[src/rtl/par_ser_tx_if.sv]
// Parallel-in / serial-out transmitter bus: byte and load request in, line and status out.
// No timing of its own; master drives qin/load, slave drives sout/busy/done.
// Backpressure: busy high means load is ignored by the slave.
interface par_ser_tx_if;
    logic [7:0] qin;
    logic       load;
    logic       sout;
    logic       busy;
    logic       done;

    modport master (
        output qin,
        output load,
        input  sout,
        input  busy,
        input  done
    );

    modport slave (
        input  qin,
        input  load,
        output sout,
        output busy,
        output done
    );
endinterface

[src/rtl/par_ser_tx.sv]
// Byte serialiser: start, 8 data bits LSB first, optional even parity (PAR_SER_TX_PARITY_EN), stop.
// Latency: first line bit one cycle after load edge; frame is 10 (11) * CLKS_PER_BIT cycles.
// Backpressure: load ignored while busy; accepted again on the done cycle.
module par_ser_tx #(
    parameter int CLKS_PER_BIT = 4
) (
    input  logic        clk,
    input  logic        rst,
    par_ser_tx_if.slave bus
);
    localparam logic [7:0] CNT_MAX = 8'(CLKS_PER_BIT - 1);

    if (CLKS_PER_BIT < 1 || CLKS_PER_BIT > 255) begin : g_bad_cpb
        $error("par_ser_tx: CLKS_PER_BIT out of range 1..255");
    end

`ifdef PAR_SER_TX_PARITY_EN
    typedef enum logic [2:0] {IDLE, START, DATA, PARITY, STOP} state_t;
`else
    typedef enum logic [2:0] {IDLE, START, DATA, STOP} state_t;
`endif

    state_t     state, state_nxt;
    logic [7:0] cnt, cnt_nxt;
    logic [2:0] bit_idx, bit_nxt;
    logic [7:0] shreg, sh_nxt;
    logic       sout_q, sout_nxt;
    logic       busy_q, busy_nxt;
    logic       done_q, done_nxt;
    logic       wrap;
`ifdef PAR_SER_TX_PARITY_EN
    logic       par_q, par_nxt;
`endif

    assign wrap     = (cnt == CNT_MAX);
    assign bus.sout = sout_q;
    assign bus.busy = busy_q;
    assign bus.done = done_q;

    always_ff @(posedge clk or negedge rst) begin
        if (!rst) begin
            state   <= IDLE;
            cnt     <= 8'd0;
            bit_idx <= 3'd0;
            shreg   <= 8'd0;
            sout_q  <= 1'b1;
            busy_q  <= 1'b0;
            done_q  <= 1'b0;
`ifdef PAR_SER_TX_PARITY_EN
            par_q   <= 1'b0;
`endif
        end else begin
            state   <= state_nxt;
            cnt     <= cnt_nxt;
            bit_idx <= bit_nxt;
            shreg   <= sh_nxt;
            sout_q  <= sout_nxt;
            busy_q  <= busy_nxt;
            done_q  <= done_nxt;
`ifdef PAR_SER_TX_PARITY_EN
            par_q   <= par_nxt;
`endif
        end
    end

    // Outputs are computed as next-state values so the line changes on the
    // same edge as the state, keeping every bit exactly CLKS_PER_BIT long.
    always_comb begin
        state_nxt = state;
        cnt_nxt   = cnt + 8'd1;
        bit_nxt   = bit_idx;
        sh_nxt    = shreg;
        sout_nxt  = sout_q;
        busy_nxt  = busy_q;
        done_nxt  = 1'b0;
`ifdef PAR_SER_TX_PARITY_EN
        par_nxt   = par_q;
`endif
        case (state)
            IDLE: begin
                cnt_nxt  = 8'd0;
                sout_nxt = 1'b1;
                busy_nxt = 1'b0;
                if (bus.load) begin
                    sh_nxt    = bus.qin;
                    state_nxt = START;
                    sout_nxt  = 1'b0;
                    busy_nxt  = 1'b1;
`ifdef PAR_SER_TX_PARITY_EN
                    par_nxt   = ^bus.qin;
`endif
                end
            end
            START: begin
                if (wrap) begin
                    state_nxt = DATA;
                    cnt_nxt   = 8'd0;
                    sout_nxt  = shreg[0];
                    sh_nxt    = {1'b0, shreg[7:1]};
                end
            end
            DATA: begin
                if (wrap) begin
                    cnt_nxt = 8'd0;
                    bit_nxt = bit_idx + 3'd1;
                    if (bit_idx == 3'd7) begin
`ifdef PAR_SER_TX_PARITY_EN
                        state_nxt = PARITY;
                        sout_nxt  = par_q;
`else
                        state_nxt = STOP;
                        sout_nxt  = 1'b1;
`endif
                    end else begin
                        sout_nxt = shreg[0];
                        sh_nxt   = {1'b0, shreg[7:1]};
                    end
                end
            end
`ifdef PAR_SER_TX_PARITY_EN
            PARITY: begin
                if (wrap) begin
                    state_nxt = STOP;
                    cnt_nxt   = 8'd0;
                    sout_nxt  = 1'b1;
                end
            end
`endif
            STOP: begin
                if (wrap) begin
                    state_nxt = IDLE;
                    cnt_nxt   = 8'd0;
                    sout_nxt  = 1'b1;
                    busy_nxt  = 1'b0;
                    done_nxt  = 1'b1;
                end
            end
            default: begin
                state_nxt = IDLE;
                cnt_nxt   = 8'd0;
                sout_nxt  = 1'b1;
                busy_nxt  = 1'b0;
            end
        endcase
    end
endmodule

[src/flat_wrapper.sv]
// flat-port wrapper written by rule: the top's interface ports become plain ports
module par_ser_tx_flat 
#(
    parameter int CLKS_PER_BIT = 4
)
  (clk, rst, bus_qin, bus_load, bus_sout, bus_busy, bus_done);
  par_ser_tx_if bus_i ();
  input  logic clk;
  input  logic rst;
  input wire logic [$bits(bus_i.qin)-1:0] bus_qin;
  input wire logic [$bits(bus_i.load)-1:0] bus_load;
  output wire logic [$bits(bus_i.sout)-1:0] bus_sout;
  output wire logic [$bits(bus_i.busy)-1:0] bus_busy;
  output wire logic [$bits(bus_i.done)-1:0] bus_done;
  assign bus_i.qin = bus_qin;
  assign bus_i.load = bus_load;
  assign bus_sout = bus_i.sout;
  assign bus_busy = bus_i.busy;
  assign bus_done = bus_i.done;
  par_ser_tx #(.CLKS_PER_BIT(CLKS_PER_BIT)) u_core (.clk(clk), .rst(rst), .bus(bus_i));
endmodule
[config.mk]
export PLATFORM = sky130hd
export DESIGN_NAME = par_ser_tx_flat
export DESIGN_NICKNAME = d
export VERILOG_FILES = /design/src/rtl/par_ser_tx_if.sv /design/src/rtl/par_ser_tx.sv /design/src/flat_wrapper.sv
export SDC_FILE = /design/constraint.sdc
export NUM_CORES = 1
export LEC_CHECK = 0
export CAP_MARGIN = 20
export CORE_UTILIZATION = 38
export CTS_CLUSTER_DIAMETER = 80
export DETAILED_ROUTE_END_ITERATION = 6
export PLACE_DENSITY = 0.58
export SETUP_SLACK_MARGIN = 0.5
export SLEW_MARGIN = 20
export SYNTH_ARGS = -nofsm -noshare
export SYNTH_HDL_FRONTEND = slang
export SYNTH_SLANG_ARGS = --single-unit
[constraint.sdc]
create_clock -name clk -period 2.35 [get_ports clk]
set_clock_uncertainty 0.1 [all_clocks]
set_input_delay 0.47 -clock clk [delete_from_list [all_inputs] [get_ports clk]]
set_output_delay 0.47 -clock clk [all_outputs]
set_load 0.02 [all_outputs]
==> impl_metrics.json <==
{
  "outcome": "complete, no violations",
  "clk_pin_slew_ps": 140,
  "crit_family": "simple AND/OR/NAND/NOR gates",
  "reg2reg_from": "u_core.cnt[1]",
  "instances_no_fill": 175,
  "cp_num_buf_inv": 1,
  "cp.required_ps": 2460,
  "grt_pass1_vias": 810,
  "row_count": 20,
  "synthCells": 104,
  "clock-sinks": 24,
  "maxCapViolations": 0,
  "yosysUniqueCellTypes": 29,
  "wl_per_cell_um": 12.7,
  "fmax_ghz": 0.428,
  "grt_pass1_wl_mm": 3.77,
  "syn_to_final_growth_pct": 35.7,
  "die_h_um": 58.7,
  "yosys_warnings": 0,
  "worstPathArrival_ps": 2440,
  "overflow": 0,
  "dp_hpwl_mm": 1.48,
  "viasPerCell": 4.70,
  "p_total_w": 0.00234,
  "end_kind": "flip-flop",
  "stdcell_area_um2": 1660,
  "ys_seq_elements": 24,
  "finalSetupTns_ps": 0,
  "power_leakage_nw": 0.797,
  "period_minus_slack_ps": 2340,
  "die-area_um2": 3450,
  "slowest_delay_ps": 460,
  "antenna_found_initial": 0,
  "nFillCells": 281,
  "placed_area_um2": 1440,
  "synth_area_leader_cell": "dfrtp_1",
  "drive_gt1_share_pct": 37.4,
  "clockBufferDepth": 2,
  "seq_area_frac_synth_pct": 49.2,
  "rsz0062_at_grt": "true",
  "io_pins": 14,
  "synth_top_area_share_pct": 47.0,
  "slowest_stage": "or4b_4",
  "htree_levels": 1,
  "ir_drop_mv": 0.787,
  "startpoint_type": "flip-flop",
  "worstSetupPathType": "flip-flop to flip-flop",
  "cts_inserted_buffers": 3,
  "worstMarginPinSlew_ps": 430,
  "setup_viol": 0,
  "hold_viol": 0,
  "syn-cell-area_um2": 1220,
  "cts_tree": "done",
  "dp_cells": 164,
  "num-nets-final": 151,
  "start_util_pct": 40.1,
  "insertion_delay_ps": 320,
  "port_buffers": 13,
  "dieWidth_um": 58.7,
  "max_slew_margin_pct": 71.1,
  "path_cells": "ha_2, or4b_4, or4_4, a21oi_4, buf_12, mux2_2",
  "core_area_um2": 3050,
  "gp_congestion": 0.734,
  "critPathMaxFanout": 8,
  "track_usage_pct": 14.4,
  "synthTopCellsByArea": "dfrtp_1, mux2_2, ha_1",
  "n_antenna_cell": 0,
  "timing.final.crit_share_pct": 99.4,
  "drtIter0Drc": 28,
  "powerDensity_nw_per_um2": 1410,
  "grt_max_degree": 25,
  "postRouteAntennaNets": 0,
  "drv_slew": 0,
  "vias": 823,
  "syn-mean-instance-area_um2": 11.8,
  "drc": 0,
  "hp-class": "input pin to asynchronous set/reset pin",
  "cts_root_buffer": "clkbuf_4",
  "fin_hold_ws_ps": 389,
  "wl_mm": 2.22,
  "crit_path_start": "u_core.cnt[1]",
  "first_pass_iters": 4,
  "synth_nets": 123
}
cell usage in the layout, fill, tap and decap left out, drive strengths merged, types with 4 or more instances in the layout:
cell,Yosys,layout
a21oi,4,4
nand2,5,5
inv,5,5
nor2,10,10
xnor2,4,4
clkdlybuf4s50,0,10
dfrtp,23,23
ha,8,8
nand3,4,4
buf,3,13
mux2,18,18
sequential cells by signal (all words and copies together), names as in the netlist:
signal	cells
u_core.bus.sout	1
u_core.bus.busy	1
u_core.bus.done	1
u_core.state	2
u_core.cnt	8
u_core.shreg	8
u_core.bit_idx	3
worst reg2reg max path, stage by stage (launching register included):
cell,delay [ps]
dfrtp_1,390
ha_2,180
or4b_4,460
or4_4,460
a21oi_4,160
buf_12,140
mux2_2,330
cell usage after synthesis:
library cell and instances:
and3_2 1, nand2b_1 1, o221a_2 1, xnor2_1 4
dfrtp_1 23, buf_1 1, nor2b_1 1, mux2_2 18
a21oi_1 3, nand3_1 4, ha_1 8, a211oi_1 1
a21oi_4 1, buf_2 2, nor4_1 1, or2b_1 1
inv_1 5, xor2_1 3, nor2_1 10, nand2_1 5
o32a_1 1, and2_1 1, nor3_1 2, o21ai_0 1
or4b_1 1, dfstp_2 1, or4_1 1, or2_2 1
mux2i_1 1
worst paths after layout:
kind | end | slack [ps] | cells after the start
max | u_core.shreg[7] | 10 | 6
min | u_core.cnt[3] | 390 | 2
max reg2reg | u_core.shreg[7] | 10 | 6
min reg2reg | u_core.bit_idx[0] | 420 | 1
max in group asynchronous | u_core.bus.sout | 1470 | 2
min in group clk | u_core.bit_idx[0] | 420 | 1
power by group:
part           leakage (nW)  switching (W)  internal (W)  total [W]
combinational         0.465       0.000548      0.000800    0.00135
clock                0.0279       0.000126      0.000172   0.000299
sequential            0.304       0.000114      0.000583   0.000697
total                 0.797       0.000788       0.00156    0.00234
per-layer routing:
metal / GRT usage (%) / routed length (um)
met1: 19.6 / 1060
met2: 23.9 / 1100
met3: 2.64 / 50
met4: 3.06 / 10
met5: 0 / 0
kinds of logic after synthesis:
| group | Yosys count | share of synthesized area [%] |
|---|---|---|
| and+or+nand+nor | 30 | 12.3 |
| DFF | 24 | 49.2 |
| muxes | 19 | 17.4 |
| AOI/OAI and AO/OA | 8 | 5.32 |
| buffers and inverters | 8 | 2.66 |
| adders and majority gates | 8 | 8.18 |
| xor gates and xnor gates | 7 | 5.01 |
what timing repair did:
| action | 4_1_cts | 5_1_grt |
|---|---|---|
| setup buffers | 3 | 4 |
| endpoints found under the hold margin | 0 | 0 |
| hold buffers | 0 | 0 |
| setup endpoints to repair | 25 | 25 |
| pin swaps | 2 | 3 |
| gates resized for setup | 15 | 9 |
cell type report:
type	count	area [um2]	share of cell area [%]
Clock buffer	3	22.5	1.36
Multi-Input combinational cell	72	684	41.2
Timing Repair Buffer	26	248	14.9
Clock inverter	1	30.0	1.81
Sequential cell	24	602	36.2
Inverter	5	18.8	1.13
Tap cell	44	55.1	3.32
through the flow:
stage	setup slack [ps]	utilization (%)
floorplan	16.4	-
global placement	37.0	47.3
finish	13.5	54.4
detailed placement	-7.03	47.3
global route	-41.2	54.4
CTS	27.9	51.9
Note: power is estimated with default switching activity, not from simulation.
